## config.mk

```make
export PLATFORM = sky130hd
export DESIGN_NAME = vlc_fifo_tx
export DESIGN_NICKNAME = d
export VERILOG_FILES = /design/src/rtl/vlc_pkg.sv /design/src/rtl/vlc_bit_tick.sv /design/src/rtl/vlc_fifo_tx.sv
export SDC_FILE = /design/constraint.sdc
export NUM_CORES = 1
export LEC_CHECK = 0
export CAP_MARGIN = 15
export CORE_UTILIZATION = 62
export DETAILED_ROUTE_END_ITERATION = 6
export PLACE_DENSITY = 0.89
export SYNTH_ARGS = -nofsm -noshare
export SYNTH_HDL_FRONTEND = slang
export SYNTH_SLANG_ARGS = --single-unit
export TNS_END_PERCENT = 100
```

## constraint.sdc

```tcl
create_clock -name iClock -period 6.6 [get_ports iClock]
set_clock_uncertainty 0.2 [all_clocks]
set_input_delay 0.66 -clock iClock [delete_from_list [all_inputs] [get_ports iClock]]
set_output_delay 0.66 -clock iClock [all_outputs]
set_load 0.005 [all_outputs]
```

## src/rtl/vlc_pkg.sv

```systemverilog
// vlc_pkg: shared FSM states, field widths and helpers for the VLC Manchester transmitter.
package vlc_pkg;
    typedef enum logic [2:0] {ST_IDLE, ST_SYNC, ST_LEN, ST_DATA, ST_GAP} state_e;
    localparam int SYNC_W = 16;
    localparam int LEN_W  = 8;
    localparam int WORD_W = 32;
    localparam logic [SYNC_W-1:0] SYNC_DEFAULT = 16'hAAD5;
    // Words in a frame: at least one, never more than max_words.
    function automatic logic [LEN_W-1:0] clamp_len(input logic [10:0] used, input int max_words);
        return (used == 11'd0) ? 8'd1 : (int'(used) > max_words) ? 8'(max_words) : used[7:0];
    endfunction
endpackage

```

## src/rtl/vlc_bit_tick.sv

```systemverilog
// vlc_bit_tick: restartable CLK_DIV divider producing half-bit and bit-end strobes.
module vlc_bit_tick #(
    parameter int CLK_DIV = 4
) (
    input  logic iClock,
    input  logic iRst_n,
    input  logic iRestart,
    input  logic iRun,
    output logic oHalf,
    output logic oBitEnd,
    output logic oPhase
);
    logic [7:0] cnt_q, cnt_d;
    logic       ph_q, ph_d;
    logic       hold;
    assign hold    = iRestart || !iRun;
    assign oHalf   = !hold && cnt_q == 8'(CLK_DIV - 1);
    assign oBitEnd = oHalf && ph_q;
    assign oPhase  = ph_q;
    assign cnt_d   = (hold || oHalf) ? 8'd0 : cnt_q + 8'd1;
    assign ph_d    = hold ? 1'b0 : ph_q ^ oHalf;
    always_ff @(posedge iClock or negedge iRst_n) begin
        if (!iRst_n) begin
            cnt_q <= 8'd0;
            ph_q  <= 1'b0;
        end else begin
            cnt_q <= cnt_d;
            ph_q  <= ph_d;
        end
    end
endmodule

```

## src/rtl/vlc_fifo_tx.sv

```systemverilog
// vlc_fifo_tx: pops words from a FIFO and sends SYNC, LEN and payload as Manchester on an LED line.
module vlc_fifo_tx import vlc_pkg::*; #(
    parameter int                CLK_DIV   = 4,
    parameter int                MAX_WORDS = 16,
    parameter logic [SYNC_W-1:0] SYNC      = SYNC_DEFAULT,
    parameter int                GAP_BITS  = 8
) (
    input  logic        iClock,
    input  logic        iRst_n,
    input  logic        iEnable,
    input  logic        iEmpty,
    input  logic [10:0] iRdusewd,
    input  logic [31:0] iData,
    output logic        oRead,
    output logic        oTx,
    output logic        oBusy,
    output logic        oFrameDone,
    output logic        oUnderrun
);
    state_e      state_q;
    logic [7:0]  n_q, widx_q, gap_q, next_k;
    logic [4:0]  bits_q;
    logic [31:0] sh_q, buf_q;
    logic        rd_pend_q, last_q, tx_q, busy_q, done_q, under_q;
    logic        half, bit_end, phase, start, field_end, load, more;

    vlc_bit_tick #(.CLK_DIV(CLK_DIV)) u_tick (
        .iClock  (iClock),
        .iRst_n  (iRst_n),
        .iRestart(start),
        .iRun    (state_q != ST_IDLE),
        .oHalf   (half),
        .oBitEnd (bit_end),
        .oPhase  (phase)
    );

    assign start     = state_q == ST_IDLE && iEnable && !iEmpty;
    assign field_end = bit_end && bits_q == 5'd0;
    assign load      = field_end && (state_q == ST_LEN || (state_q == ST_DATA && !last_q));
    assign next_k    = (state_q == ST_LEN) ? 8'd0 : widx_q + 8'd1;
    assign more      = {1'b0, next_k} + 9'd1 < {1'b0, n_q};
    // Pops are combinational so they can be gated by the current empty flag.
    assign oRead      = iRst_n && (start || (load && more && !iEmpty));
    assign oTx        = tx_q;
    assign oBusy      = busy_q;
    assign oFrameDone = done_q;
    assign oUnderrun  = under_q;

    always_ff @(posedge iClock or negedge iRst_n) begin
        if (!iRst_n) begin
            state_q   <= ST_IDLE;
            n_q       <= 8'd0;
            widx_q    <= 8'd0;
            gap_q     <= 8'd0;
            bits_q    <= 5'd0;
            sh_q      <= 32'd0;
            buf_q     <= 32'd0;
            rd_pend_q <= 1'b0;
            last_q    <= 1'b0;
            tx_q      <= 1'b0;
            busy_q    <= 1'b0;
            done_q    <= 1'b0;
            under_q   <= 1'b0;
        end else begin
            rd_pend_q <= oRead;
            if (rd_pend_q) buf_q <= iData;
            done_q  <= 1'b0;
            under_q <= load && more && iEmpty;
            case (state_q)
                ST_IDLE: if (start) begin
                    state_q <= ST_SYNC;
                    n_q     <= clamp_len(iRdusewd, MAX_WORDS);
                    sh_q    <= {SYNC, {(WORD_W-SYNC_W){1'b0}}};
                    bits_q  <= 5'(SYNC_W - 1);
                    tx_q    <= SYNC[SYNC_W-1];
                    busy_q  <= 1'b1;
                    last_q  <= 1'b0;
                end
                ST_GAP: if (bit_end) begin
                    if (gap_q == 8'd0) begin
                        state_q <= ST_IDLE;
                        busy_q  <= 1'b0;
                    end else gap_q <= gap_q - 8'd1;
                end
                default: if (half && !phase) tx_q <= ~sh_q[31];
                else if (bit_end && bits_q != 5'd0) begin
                    sh_q   <= {sh_q[30:0], 1'b0};
                    bits_q <= bits_q - 5'd1;
                    tx_q   <= sh_q[30];
                end else if (bit_end && state_q == ST_SYNC) begin
                    state_q <= ST_LEN;
                    sh_q    <= {n_q, {(WORD_W-LEN_W){1'b0}}};
                    bits_q  <= 5'(LEN_W - 1);
                    tx_q    <= n_q[7];
                end else if (load) begin
                    // A missing next word marks this one as the last of a shortened frame.
                    state_q <= ST_DATA;
                    sh_q    <= buf_q;
                    bits_q  <= 5'(WORD_W - 1);
                    tx_q    <= buf_q[31];
                    widx_q  <= next_k;
                    last_q  <= !more || iEmpty;
                end else if (bit_end) begin
                    state_q <= ST_GAP;
                    tx_q    <= 1'b0;
                    done_q  <= 1'b1;
                    gap_q   <= 8'(GAP_BITS - 1);
                end
            endcase
        end
    end
endmodule

```

[After elaboration in Yosys (flattened, before gate mapping)]
Cells that the tools add are included.
Cells by class
  $add $sub $neg: 5
  magnitude comparators: 2
  eq/ne operators: 18
  multiplexer cells: 56
  bitwise gates (word level): 8
  reduce and logical (&&, ||, !) cells: 45
Operator list (number)
  32-bit 2-to-1 mux: 5
  8-bit 2-to-1 mux: 11
  32-bit case mux with 2 select lines: 1
  5-bit 2-to-1 mux: 5
  3-bit 2-to-1 mux: 8
  1-bit 2-to-1 mux: 20
  8-bit by 1-bit adder with 8-bit output (second input constant): 2
  8-bit case mux with 2 select lines: 1
  1-bit logical AND: 14
  2-bit inequality test (second input constant): 7
  6-bit AND reduction: 2
  11-bit by 5-bit > comparator with 1-bit output (second input constant): 1
  11-bit zero test: 1
  5-bit case mux with 2 select lines: 1
  5-bit nonzero test: 2
  8-bit by 1-bit adder with 9-bit output (second input constant): 1
  9-bit by 8-bit less-than comparator with 1-bit output: 1
  8-bit by 2-bit equality test with 1-bit output (second input constant): 1
  8-bit zero test: 1
  2-bit by 1-bit inequality test with 1-bit output (second input constant): 4
  4-bit AND reduction: 2
  8-bit AND reduction: 1
  8-bit by 1-bit subtractor with 8-bit output (second input constant): 1
  1-bit NOT: 7
  other kinds (20): 34
Word-level totals
  register bits: 111
  output and inout bits: 5

[Longest topological paths before layout]
  depth after elaboration: 14
  depth in mapped cells: 15
  gate-level depth less buffers: 13

[By module]
From an unflattened synthesis, not the netlist that was laid out.
Unflattened totals
  cell total of the unflattened synthesis: 564
  area total of the unflattened synthesis: 5637.9 µm²
Modules (own cells, without submodules)
  vlc_fifo_tx: instances 1, cells each 520, area each 5203.7 µm², sequential area each 2552.4 µm²
  vlc_bit_tick: instances 1, cells each 44, area each 434.2 µm², sequential area each 225.2 µm²

[Worst setup path after synthesis]
Ideal clock, no wire load.
  path kind: register to output
  start: reg state_q[1]
  end: out oRead
  arrival: 3221 ps
  path slack: 2519 ps
  cell stages (with the launch flop): 15
  cells stage by stage: dfrtp_1 -> clkbuf_1 -> or3b_2 -> and2_1 -> ha_1 -> nand2_1 -> o22ai_1 -> nand2_1 -> xnor2_1 -> ha_1 -> a2111oi_0 -> o21ai_0 -> o22a_1 -> nor4b_1 -> a21bo_2
Between the ends
  elaborated cells between the ends (all ways): 22
  classes of those cells: add/sub: 1; order compare: 1; eq/ne: 2; mux: 1; reduce/logical: 17
RTL lines
  from (decl): RTL line vlc_fifo_tx.sv:20  | state_e state_q;
  from (signal assigned): RTL line vlc_fifo_tx.sv:51  | state_q <= ST_IDLE;
  from (signal assigned): RTL line vlc_fifo_tx.sv:71  | state_q <= ST_SYNC;
  from (signal assigned): RTL line vlc_fifo_tx.sv:81  | state_q <= ST_IDLE;
  3-bit by 2-bit equality test with 1-bit output: RTL line vlc_fifo_tx.sv:40  | assign next_k = (state_q == ST_LEN) ? 8'd0 : widx_q + 8'd1;
  8-bit 2-to-1 mux: RTL line vlc_fifo_tx.sv:40
  named net next_k[1]: RTL line vlc_fifo_tx.sv:21  | logic [7:0] n_q, widx_q, gap_q, next_k;
  8-bit by 1-bit adder with 9-bit output: RTL line vlc_fifo_tx.sv:41  | assign more = {1'b0, next_k} + 9'd1 < {1'b0, n_q};
  9-bit by 8-bit less-than comparator with 1-bit output: RTL line vlc_fifo_tx.sv:41
  1-bit logical AND (2 in a row): RTL line vlc_fifo_tx.sv:43  | assign oRead = iRst_n && (start || (load && more && !iEmpty));
  1-bit logical OR: RTL line vlc_fifo_tx.sv:43
  1-bit logical AND: RTL line vlc_fifo_tx.sv:43
  to (decl): RTL line vlc_fifo_tx.sv:14  | output logic oRead,
The timed path passes the listed nets, and every way through them passes these cells.

[Worst setup path after layout]
  start: reg state_q[1]
  end: out oRead
Between the ends
  cells in the longest elaborated chain, start to end: 13
  elaborated cells between the ends (all ways): 22
  classes of those cells: add/sub: 1; order compare: 1; eq/ne: 2; mux: 1; reduce/logical: 17
RTL lines (RTL line)
  parallel branches: the longest is 11 deep, another holds 8-bit by 1-bit adder with 9-bit output
  1-bit logical OR (*): vlc_fifo_tx.sv:43
  1-bit logical AND (*): vlc_fifo_tx.sv:43
Every way passes the cells marked *.

==> flow_summary.ini <==
[run_status]
outcome = finished with violations
violations = design-rule violations

[logic_synthesis]
synth_ff_type = dfrtp_1
synth_top_area_share_pct = 48.8
synth.yosys.warnings = 0
synthTopCellsByCount = dfrtp_1, nand2_1, nor2_1
ys_seq_area_share_pct = 48.8
syn-mean-instance-area_um2 = 10.3
netlist_instances = 554
netlist_area_um2 = 5690
ys_ff_latch = 111
synthXorXnorAreaFrac_pct = 2.46
yosys-top-cells-area = dfrtp_1, mux2_2, nand2_1
async_flop_share_pct = 100
synth_largest_area_cell = dfrtp_1
synth_cell_types = 64
synth_edf_count = 0
synth_simple_gate_area_share_pct = 18.4
synth_fa_ha_area_share_pct = 3.52
synth_top_family_by_area = simple AND/OR/NAND/NOR gates
syn_nets = 617
synth_compound_area_share_pct = 15.2
synthMuxAreaShare_pct = 7.10
yosysMostFrequentCell = dfrtp_1

[worst_setup_path]
cp_data_required_time_ns = 5.74
ff2ff_path_depth = 8
r2r-end = sh_q[2]$_DFFE_PN0P_
crit_path_end = oRead
regToRegStartpoint = state_q[1]$_DFFE_PN0P_
crit_type = register to output pin
endpoint_kind = output pin
crit_start = state_q[1]$_DFFE_PN0P_
path_max_fanout = 14
cp_data_arrival_time_ns = 4.41
r2r_setup_slack_ns = 2.40
critPathLaunchType = register

[floorplan]
die-height_um = 97.8
die-area_um2 = 9560
die_width_um = 97.8
ios = 52
initial_utilization_pct = 64.6
rows = 34
core_area_um2 = 8810

[drt]
ant_nets = 0
vias_per_cell = 6.42
wire_per_inst_um = 17.2
route.met3.wl_um = 677
firstDrtPassIters = 6
top_layer = met4
route.detailed.drc = 3
wl_met2_um = 5790
routed_wl_um = 12000
wl_met1_um = 5230
initialDrtViolationCount = 276
vias = 4488

[global_routing]
grt_pass1_wl_um = 20500
grt_max_degree = 58
antenna_found_initial = 0
grt_usage_pct = 26.7
first_global_vias = 4454
gr-total-overflow = 0

[placement]
hpwlAfterDp_um = 8170
place_congestion = 0.858
numPortBuffers = 51

[final_layout]
final_nets = 649
multi_input_area_um2 = 2660
regArea_um2 = 2780
num_antenna_cells = 0
synthToLayoutAreaGrowth_pct = 12.2
drive_above_1_share_pct = 11.8
nFillCells = 647

[clock_tree]
clkTransAtPathRegs_ns = 0.10
cts_inserted_buffers = 9
clk_latency_ns = 0.37
clock_sinks = 111
cts-root-buf = clkbuf_8
ctsHoldBuffers = 0
cts_setup_buffers = 0
cts-resized-gates = 0
htree_levels = 3
cts.path.max_buffers = 2
cts_tree = yes

[sta]
slew_viol_final = 0
grt_setup_unrepaired = no
period_share_pct = 79.8
finalCriticalPeriod_ns = 5.27
holdWs_ns = 0.116
hold_viol_final = 0
slew_headroom_pct = 33.3
tightestPinTransition_ns = 0.995
fmax_mhz = 190
fin_tns_setup_ns = 0
setup_viol = 0

[power_and_ir_drop]
comb_power_share_pct = 33.3
power_switching_w = 0.000770
p_seq_share_pct = 48.5
leakage_nw = 2.84
pwr-share-clk_pct = 18.2
intPower_w = 0.00137
powerDensity_nw_per_um2 = 336
netSwitchingFraction_pct = 35.9
peakVddDrop_v = 0.000196

[worst_hold_path]
hp-class = input port to async pin

[run]
drv_cap = 0
## power groups by stage
| stage | combinational, W | clock [W] | sequential [W] |
|---|---|---|---|
| floorplan | 0.000583 | 0 | 0.000995 |
| global placement | 0.000653 | 0 | 0.00104 |
| detailed placement | 0.000700 | 0 | 0.00105 |
| CTS | 0.000702 | 0.000393 | 0.00104 |
| global route | 0.000790 | 0.000417 | 0.00107 |
| finish | 0.000714 | 0.000390 | 0.00104 |
## logic make-up after synthesis
group / after synthesis
AOI/OAI and AO/OA: 111
buffers and inverters: 54
and+or+nand+nor: 210
xor gates and xnor gates: 16
muxes: 36
adders and majority gates: 16
DFF: 111
## sequential cells by signal, summed over array words and instances, names as in the netlist, 3 cells and up
register      cells
widx_q            8
state_q           3
u_tick.cnt_q      8
sh_q             32
buf_q            32
bits_q            5
gap_q             8
n_q               8
## cell type report
| cell class | count | area share, % |
|---|---|---|
| sequential | 111 | 43.5 |
| multi-input combinational | 389 | 41.6 |
| timing repair buffer | 57 | 8.84 |
| tap | 108 | 2.12 |
| clock buffer | 10 | 2.00 |
| inverter | 18 | 1.06 |
| clock inverter | 6 | 0.823 |
## worst min-delay path by stage
| stage | slack, ns | to | startpoint | depth (start not counted) |
|---|---|---|---|---|
| final | 0.12 | gap_q[4]$_DFFE_PN0P_ | iRst_n | 1 |
| after CTS | 0.14 | widx_q[2]$_DFFE_PN0P_ | iRst_n | 1 |
| after detailed placement | 0.26 | sh_q[26]$_DFFE_PN0P_ | sh_q[26]$_DFFE_PN0P_ | 2 |
| after global placement | 0.25 | sh_q[0]$_DFFE_PN0P_ | sh_q[0]$_DFFE_PN0P_ | 2 |
| after floorplan | 0.16 | bits_q[0]$_DFFE_PN0P_ | iRst_n | 0 |
| after global routing | 0.17 | widx_q[2]$_DFFE_PN0P_ | iRst_n | 1 |
## routing by layer
metal | vias to the layer above | track usage [%]
li1 | 2074 | -
met1 | 2211 | 35.7
met2 | 165 | 42.8
met3 | 38 | 4.58
met4 | 0 | 12.5
met5 | - | 0
## through the flow
step	setup WS [ns]	instances	power, W	area (um^2)	util [%]
6_report	1.33	699	0.00214	6380	72.5
5_1_grt	1.10	699	0.00227	6380	72.5
4_1_cts	1.34	697	0.00213	6360	72.2
3_5_place_dp	1.75	681	0.00175	6180	70.1
3_3_place_gp	1.94	681	0.00169	6180	70.1
2_1_floorplan	2.52	554	0.00158	5690	-
## critical path, cell delays in order, from the launching register on
cell,delay [ns]
dfrtp_1,0.54
nor3b_1,0.21
buf_4,0.19
or4_1,0.54
a21oi_1,0.26
nand2_1,0.11
xnor2_1,0.15
ha_1,0.29
a2111oi_0,0.32
o21ai_0,0.17
o22a_1,0.26
nor4b_1,0.29
a21bo_2,0.19
clkdlybuf4s50_1,0.52
## cell usage in the layout (no fill, tap or decap), drive strengths merged, types with 11 or more instances in the layout
cell           instances
dfrtp                111
nand2                 68
clkdlybuf4s50         50
nor2                  44
mux2                  35
and3                  26
o21ai                 21
inv                   20
a221o                 18
nand3                 17
ha                    16
a21oi                 14
nor3                  11
(Power assumes the default switching activity.)
